$ cat src/rtl/key_event_pkg.sv
// key_event_pkg: shared definitions for the key event scheduler.
//   - ev_type_e   : event codes as they appear on Event_Type
//   - key_state_e : per-key hold/repeat state encoding
//   - kw()        : width of the key index, at least one bit
package key_event_pkg;

  typedef enum logic [1:0] {
    EV_PRESS   = 2'd0,
    EV_RELEASE = 2'd1,
    EV_LONG    = 2'd2,
    EV_REPEAT  = 2'd3
  } ev_type_e;

  typedef enum logic [1:0] {
    ST_IDLE    = 2'd0,
    ST_PRESSED = 2'd1,
    ST_HELD    = 2'd2
  } key_state_e;

  function automatic int kw(input int n);
    return (n > 1) ? $clog2(n) : 1;
  endfunction

endpackage

$ cat src/rtl/key_event_fsm.sv
// key_event_fsm: one key's press/hold/repeat state machine, its tick counter
// and the one-deep pending event slot that feeds the arbiter.
// Ports:
//   Clk, Reset  : clock, synchronous active-high reset
//   key_i       : registered key level (1 = pressed)
//   tick_i      : one-cycle millisecond strobe from the shared prescaler
//   grant_i     : arbiter takes this key's pending event this cycle
//   pend_o      : pending slot holds an event
//   type_o      : type of the pending event
//   overflow_o  : a pending, ungranted event is being overwritten this cycle
module key_event_fsm
  import key_event_pkg::*;
#(
  parameter int HOLD_MS   = 1000,
  parameter int REPEAT_MS = 200
) (
  input  logic       Clk,
  input  logic       Reset,
  input  logic       key_i,
  input  logic       tick_i,
  input  logic       grant_i,
  output logic       pend_o,
  output logic [1:0] type_o,
  output logic       overflow_o
);

  localparam int CMAX = (HOLD_MS > REPEAT_MS) ? HOLD_MS : REPEAT_MS;
  localparam int CW   = $clog2(CMAX + 1);
  localparam logic [CW-1:0] HOLD_LAST   = CW'(HOLD_MS - 1);
  localparam logic [CW-1:0] REPEAT_LAST = CW'((REPEAT_MS == 0) ? 0 : REPEAT_MS - 1);
  localparam bit REPEAT_EN = (REPEAT_MS != 0);

  key_state_e    state_q, state_d;
  logic [CW-1:0] cnt_q, cnt_d;
  logic          pend_q, pend_d;
  ev_type_e      type_q, type_d;
  logic          emit;
  ev_type_e      emit_type;

  always_comb begin
    state_d   = state_q;
    cnt_d     = cnt_q;
    emit      = 1'b0;
    emit_type = EV_PRESS;
    case (state_q)
      ST_IDLE: begin
        if (key_i) begin
          emit      = 1'b1;
          emit_type = EV_PRESS;
          cnt_d     = '0;
          state_d   = ST_PRESSED;
        end
      end
      ST_PRESSED: begin
        // Release is checked first so it wins over a timer event.
        if (!key_i) begin
          emit      = 1'b1;
          emit_type = EV_RELEASE;
          state_d   = ST_IDLE;
        end else if (tick_i) begin
          if (cnt_q == HOLD_LAST) begin
            emit      = 1'b1;
            emit_type = EV_LONG;
            cnt_d     = '0;
            state_d   = ST_HELD;
          end else begin
            cnt_d = cnt_q + CW'(1);
          end
        end
      end
      ST_HELD: begin
        if (!key_i) begin
          emit      = 1'b1;
          emit_type = EV_RELEASE;
          state_d   = ST_IDLE;
        end else if (REPEAT_EN && tick_i) begin
          if (cnt_q == REPEAT_LAST) begin
            emit      = 1'b1;
            emit_type = EV_REPEAT;
            cnt_d     = '0;
          end else begin
            cnt_d = cnt_q + CW'(1);
          end
        end
      end
      default: state_d = ST_IDLE;
    endcase
  end

  // A grant empties the slot; a new event in the same cycle refills it.
  // Only an event landing on a full, ungranted slot loses data.
  always_comb begin
    pend_d = pend_q & ~grant_i;
    type_d = type_q;
    if (emit) begin
      pend_d = 1'b1;
      type_d = emit_type;
    end
  end

  assign overflow_o = emit & pend_q & ~grant_i;
  assign pend_o     = pend_q;
  assign type_o     = type_q;

  always_ff @(posedge Clk) begin
    if (Reset) begin
      state_q <= ST_IDLE;
      cnt_q   <= '0;
      pend_q  <= 1'b0;
      type_q  <= EV_PRESS;
    end else begin
      state_q <= state_d;
      cnt_q   <= cnt_d;
      pend_q  <= pend_d;
      type_q  <= type_d;
    end
  end

endmodule

$ cat src/rtl/key_event_scheduler.sv
// key_event_scheduler: converts N debounced key levels into a serial stream
// of PRESS / RELEASE / LONG / REPEAT events on a valid/ready port.
// Ports:
//   Clk, Reset   : clock, synchronous active-high reset
//   Keys         : debounced key levels, 1 = pressed
//   Event_Valid  : output register holds an event
//   Event_Ready  : consumer accepts the event when high with Event_Valid
//   Event_Key    : index of the key that produced the event
//   Event_Type   : 0 PRESS, 1 RELEASE, 2 LONG, 3 REPEAT
//   Overflow     : one-cycle pulse when a pending event was overwritten
module key_event_scheduler
  import key_event_pkg::*;
#(
  parameter int N         = 4,
  parameter int TICK      = 50000,
  parameter int HOLD_MS   = 1000,
  parameter int REPEAT_MS = 200
) (
  input  logic               Clk,
  input  logic               Reset,
  input  logic [N-1:0]       Keys,
  output logic               Event_Valid,
  input  logic               Event_Ready,
  output logic [kw(N)-1:0]   Event_Key,
  output logic [1:0]         Event_Type,
  output logic               Overflow
);

  localparam int KW  = kw(N);
  localparam int CW2 = KW + 1;
  localparam int PW  = (TICK > 1) ? $clog2(TICK) : 1;
  localparam logic [PW-1:0] PRESC_LAST = PW'(TICK - 1);

  logic [N-1:0]   keys_1_q;
  logic [PW-1:0]  presc_q, presc_d;
  logic           tick;
  logic [N-1:0]   pend;
  logic [N-1:0]   grant;
  logic [N-1:0]   key_ovf;
  logic [1:0]     ptype [N];
  logic           valid_q, valid_d;
  logic [KW-1:0]  key_q, key_d;
  logic [KW-1:0]  last_q, last_d;
  logic [1:0]     type_q, type_d;
  logic           ovf_q;
  logic           load;
  logic           found;
  logic [KW-1:0]  gnt_idx;
  logic [CW2-1:0] cand;

  // Shared millisecond prescaler.
  always_comb begin
    tick    = (presc_q == PRESC_LAST);
    presc_d = tick ? '0 : presc_q + PW'(1);
  end

  for (genvar gi = 0; gi < N; gi++) begin : g_key
    key_event_fsm #(
      .HOLD_MS  (HOLD_MS),
      .REPEAT_MS(REPEAT_MS)
    ) u_fsm (
      .Clk       (Clk),
      .Reset     (Reset),
      .key_i     (keys_1_q[gi]),
      .tick_i    (tick),
      .grant_i   (grant[gi]),
      .pend_o    (pend[gi]),
      .type_o    (ptype[gi]),
      .overflow_o(key_ovf[gi])
    );
  end

  // Round-robin search starting one past the last granted key. The
  // candidate index is last+k with k in 1..N, so one subtraction wraps it.
  always_comb begin
    found   = 1'b0;
    gnt_idx = '0;
    cand    = '0;
    for (int k = 1; k <= N; k++) begin
      cand = {1'b0, last_q} + CW2'(k);
      if (cand >= CW2'(N)) begin
        cand = cand - CW2'(N);
      end
      if (!found && pend[cand[KW-1:0]]) begin
        found   = 1'b1;
        gnt_idx = cand[KW-1:0];
      end
    end
  end

  // Output register: refills whenever it is empty or being consumed, so
  // Key/Type stay frozen while a presented event is stalled.
  always_comb begin
    load    = ~valid_q | Event_Ready;
    valid_d = valid_q;
    key_d   = key_q;
    type_d  = type_q;
    last_d  = last_q;
    grant   = '0;
    if (load) begin
      valid_d = found;
      if (found) begin
        key_d          = gnt_idx;
        type_d         = ptype[gnt_idx];
        last_d         = gnt_idx;
        grant[gnt_idx] = 1'b1;
      end
    end
  end

  always_ff @(posedge Clk) begin
    if (Reset) begin
      keys_1_q <= '0;
      presc_q  <= '0;
      valid_q  <= 1'b0;
      key_q    <= '0;
      type_q   <= EV_PRESS;
      last_q   <= KW'(N - 1);
      ovf_q    <= 1'b0;
    end else begin
      keys_1_q <= Keys;
      presc_q  <= presc_d;
      valid_q  <= valid_d;
      key_q    <= key_d;
      type_q   <= type_d;
      last_q   <= last_d;
      ovf_q    <= |key_ovf;
    end
  end

  assign Event_Valid = valid_q;
  assign Event_Key   = key_q;
  assign Event_Type  = type_q;
  assign Overflow    = ovf_q;

endmodule

$ cat config.mk
export PLATFORM = sky130hd
export DESIGN_NAME = key_event_scheduler
export DESIGN_NICKNAME = d
export VERILOG_FILES = /design/src/rtl/key_event_pkg.sv /design/src/rtl/key_event_fsm.sv /design/src/rtl/key_event_scheduler.sv
export SDC_FILE = /design/constraint.sdc
export NUM_CORES = 1
export LEC_CHECK = 0
export ABC_AREA = 0
export BUFFER_PORTS_ARGS = -buffer_cell sky130_fd_sc_hd__buf_4
export CAP_MARGIN = 30
export CORE_UTILIZATION = 29
export CTS_CLUSTER_SIZE = 30
export DETAILED_ROUTE_END_ITERATION = 8
export PLACE_DENSITY_LB_ADDON = 0.05
export SLEW_MARGIN = 20
export SYNTH_ARGS = -nofsm -noshare
export SYNTH_HDL_FRONTEND = slang
export SYNTH_SLANG_ARGS = --single-unit
$ cat constraint.sdc
create_clock -name Clk -period 2 [get_ports Clk]
set_clock_uncertainty 0.1 [all_clocks]
set_input_delay 0.3 -clock Clk [delete_from_list [all_inputs] [get_ports Clk]]
set_output_delay 0.3 -clock Clk [all_outputs]
set_load 0.01 [all_outputs]
==> impl_metrics.tcl <==
set metrics [dict create \
    ant_nets 0 \
    finalPower_mw 4.05 \
    setup_slack_ns -0.0811 \
    post-route-util_pct 41.9 \
    die_h_um 132 \
    clkTransAtPathRegs_ns 0.06 \
    synthArstFlopShare_pct 0 \
    synth_adder_area_share_pct 5.36 \
    required_ns 2.17 \
    synth_xor_area_share_pct 7.86 \
    slowest_stage "or3_1" \
    ys_ff_latch 88 \
    ys_types 71 \
    critPathBufInv 2 \
    cts_max_level 3 \
    yosys.area_share.simple_pct 29.7 \
    vias 4478 \
    synth.net_count 616 \
    reg2reg_to "g_key[2].u_fsm.type_o[1]$_SDFFE_PP0P_" \
    synth-seq-area-share_pct 35.9 \
    yosys_warnings 0 \
    wl_per_cell_um 13.4 \
    die_area_mm2 0.0174 \
    postSynthAreaPerCell_um2 8.33 \
    ir_worst_vdd_v 0.000432 \
    status "complete, but fails checks" \
    hold_path_depth 2 \
    rows 47 \
    grt_pass1_vias 4344 \
    remaining_drc_errors 0 \
    finalSetupViolCount 17 \
    synth_edf_count 0 \
    synth_top_family_by_area "simple AND/OR/NAND/NOR gates" \
    startpoint "presc_q[4]$_SDFF_PP0_" \
    cts_inserted_buffers 9 \
    synth_top_area_cell "dfxtp_1" \
    synth.area.top_cells "dfxtp_1, nor2_1, ha_1" \
    place_ws_ns -0.145 \
    regToRegSetupSlack_ns -0.08 \
    final_cell_count_no_fill 935 \
    postCtsHoldBufs 0 \
    p_per_area_mw_per_mm2 585 \
    hold_path.class "in2reg" \
    grt_util_all_layers_pct 14.8 \
    dpl.cell_count 901 \
    maxCapViolCount 0 \
    rsz0062_at_grt "yes" \
    arrival_ns 2.25 \
    final_hold_viol_count 0 \
    r2r_cells 8 \
    syn_to_final_growth_pct 41.3 \
    finalWirelength_um 12500 \
    fin_nets 739 \
    muxShareOfSynthArea_pct 3.01 \
    dp_hpwl_um 8750 \
    drive_gt1_share_pct 35.9 \
    drt-initial-drc-count 129 \
    crit_chain "nor4b_4 > and4_4 > buf_12 > buf_8 > o211ai_2 > a21o_1 > or3_1 > a21oi_2" \
    cts_tree "yes" \
    synth_top_area_share_pct 35.9 \
    holdPathEnd "keys_1_q[3]$_SDFF_PP0_" \
    synth_area_mm2 0.00490 \
    portBuffers 12 \
    antenna_found_initial 0 \
    hp-start "Keys[3]" \
    coreArea_mm2 0.0165 \
    drt-vias-per-instance 4.79 \
    cpPeakStageDelay_ns 0.36 \
    postSynthCellCount 588 \
    violations "setup timing" \
    drt_first_pass_iters 4 \
    clock_path_buffers 2 \
    reg2reg_from "presc_q[4]$_SDFF_PP0_" \
    fin_crit_ns 2.08 \
    synthFlopType "dfxtp_1" \
    maxSlewViolCount 0 \
    critPathMaxFanout 7 \
    clk_latency_ns 0.35 \
    design.portCount 13 \
    grt_max_degree 39 \
    die_w_um 132 \
    cp_top_family "simple AND/OR/NAND/NOR gates" \
    numClockSinks 88 \
    tightest_slew_ns 0.546 \
    diodes 0 \
    fmax_mhz 481 \
    maxSlewHeadroom_pct 63.6 \
    gr-total-overflow 0 \
    yosys.cell_count.top_type "dfxtp_1" \
    gp_congestion 0.801 \
    grt_pass1_wl_um 20800 \
    start_kind "register" \
    initial_utilization_pct 29.7 \
    synth_commonest_cells "dfxtp_1, nor2_1, nand2_1" \
    end_kind "register" \
    leakagePower_nw 2.59 \
    synth_compound_gate_area_share_pct 14.3 \
    fillers 1677 \
    root_buffer "clkbuf_16" \
    finalCritPeriodShare_pct 104 \
    path_class "reg2reg" \
]
layout by cell type (no fill, tap or decap), types with 7 or more instances in the layout:
cell type,instances
nand3_1,26
buf_6,12
nand2_1,50
nor2b_1,8
a21oi_2,9
dfxtp_2,9
nand2b_1,10
nand4_1,12
nor2_1,53
nor2_2,14
dfxtp_1,79
xor2_1,18
xnor2_1,25
nand3_2,9
o21ai_0,12
ha_1,17
nor3_2,7
mux2i_1,9
a21oi_1,30
inv_1,24
nor3_1,13
and3_1,14
clkbuf_16,9
buf_4,115
through the flow:
stage / TNS (ns) / hold WS (ns) / instance area, um2
4_1_cts: -0.598 / 0.0555 / 6520
3_5_place_dp: -2.56 / 0.356 / 5980
6_report: -0.545 / 0.0686 / 6920
2_1_floorplan: 0 / 0.320 / 4920
3_3_place_gp: -1.89 / 0.353 / 5980
5_1_grt: -4.68 / 0.0562 / 6920
cells by family after synthesis:
| logic type | count (synthesis) |
|---|---|
| multiplexers | 14 |
| AO/OA/AOI/OAI | 106 |
| buffers and inverters | 44 |
| XOR/XNOR | 44 |
| flip-flops | 88 |
| adder cells (fa/ha/maj) | 21 |
| AND/OR/NAND/NOR | 271 |
registers in the layout (all words and copies together), names as in the netlist, 4 cells and up:
signal / cells
g_key.u_fsm.cnt_q: 40
g_key.u_fsm.pend_o: 4
g_key.u_fsm.state_q: 8
g_key.u_fsm.type_o: 8
keys_1_q: 4
presc_q: 16
routing by layer:
layer | global-route usage [%] | share of wire, % | wire length [um]
met5 | 0 | 0 | 0
met4 | 4.52 | 1.4 | 180
met3 | 2.81 | 1.7 | 216
met2 | 25.3 | 49 | 6060
met1 | 18.7 | 48 | 6030
worst max-delay path by stage:
stage,end,cells past startpoint,slack (ns)
final,g_key[2].u_fsm.type_o[1]$_SDFFE_PP0P_,8,-0.08
after global routing,g_key[2].u_fsm.type_o[1]$_SDFFE_PP0P_,8,-0.17
after CTS,g_key[2].u_fsm.type_o[1]$_SDFFE_PP0P_,8,-0.11
after detailed placement,g_key[0].u_fsm.cnt_q[7]$_SDFFE_PP0P_,8,-0.14
after global placement,g_key[0].u_fsm.cnt_q[6]$_SDFFE_PP0P_,8,-0.11
after floorplan,g_key[0].u_fsm.state_q[0]$_SDFFE_PP0P_,9,0.02
worst reg2reg max path, stage by stage (launching register included):
cell and delay (ns):
dfxtp_2 0.33, nor4b_4 0.31, and4_4 0.27, buf_12 0.12
buf_8 0.12, o211ai_2 0.09, a21o_1 0.18, or3_1 0.36
a21oi_2 0.12
area by class of cell:
cell class	count	area, um2	area share [%]
Clock inverter	4	22.5	0.325
Sequential cell	88	1770	25.6
Timing Repair Buffer	131	1070	15.5
Clock buffer	11	233	3.36
Tap cell	220	275	3.98
Multi-Input combinational cell	457	3460	49.9
Inverter	24	90.1	1.30
repair_timing:
item                                    in CTS  in global routing
pin swaps                                   32                 52
gates resized for setup                     43                 83
endpoints found under the hold margin        0                  0
gates cloned                                 1                  0
buffers inserted                            10                  9
endpoints found under the setup margin      37                 60
report_power, final:
part	switching, mW	internal (mW)	leakage [nW]	total [mW]
Sequential	0.0574	1.80	0.717	1.86
Combinational	0.355	0.305	1.75	0.660
Clock	0.698	0.830	0.125	1.53
Power figures use the tool's default switching activity.
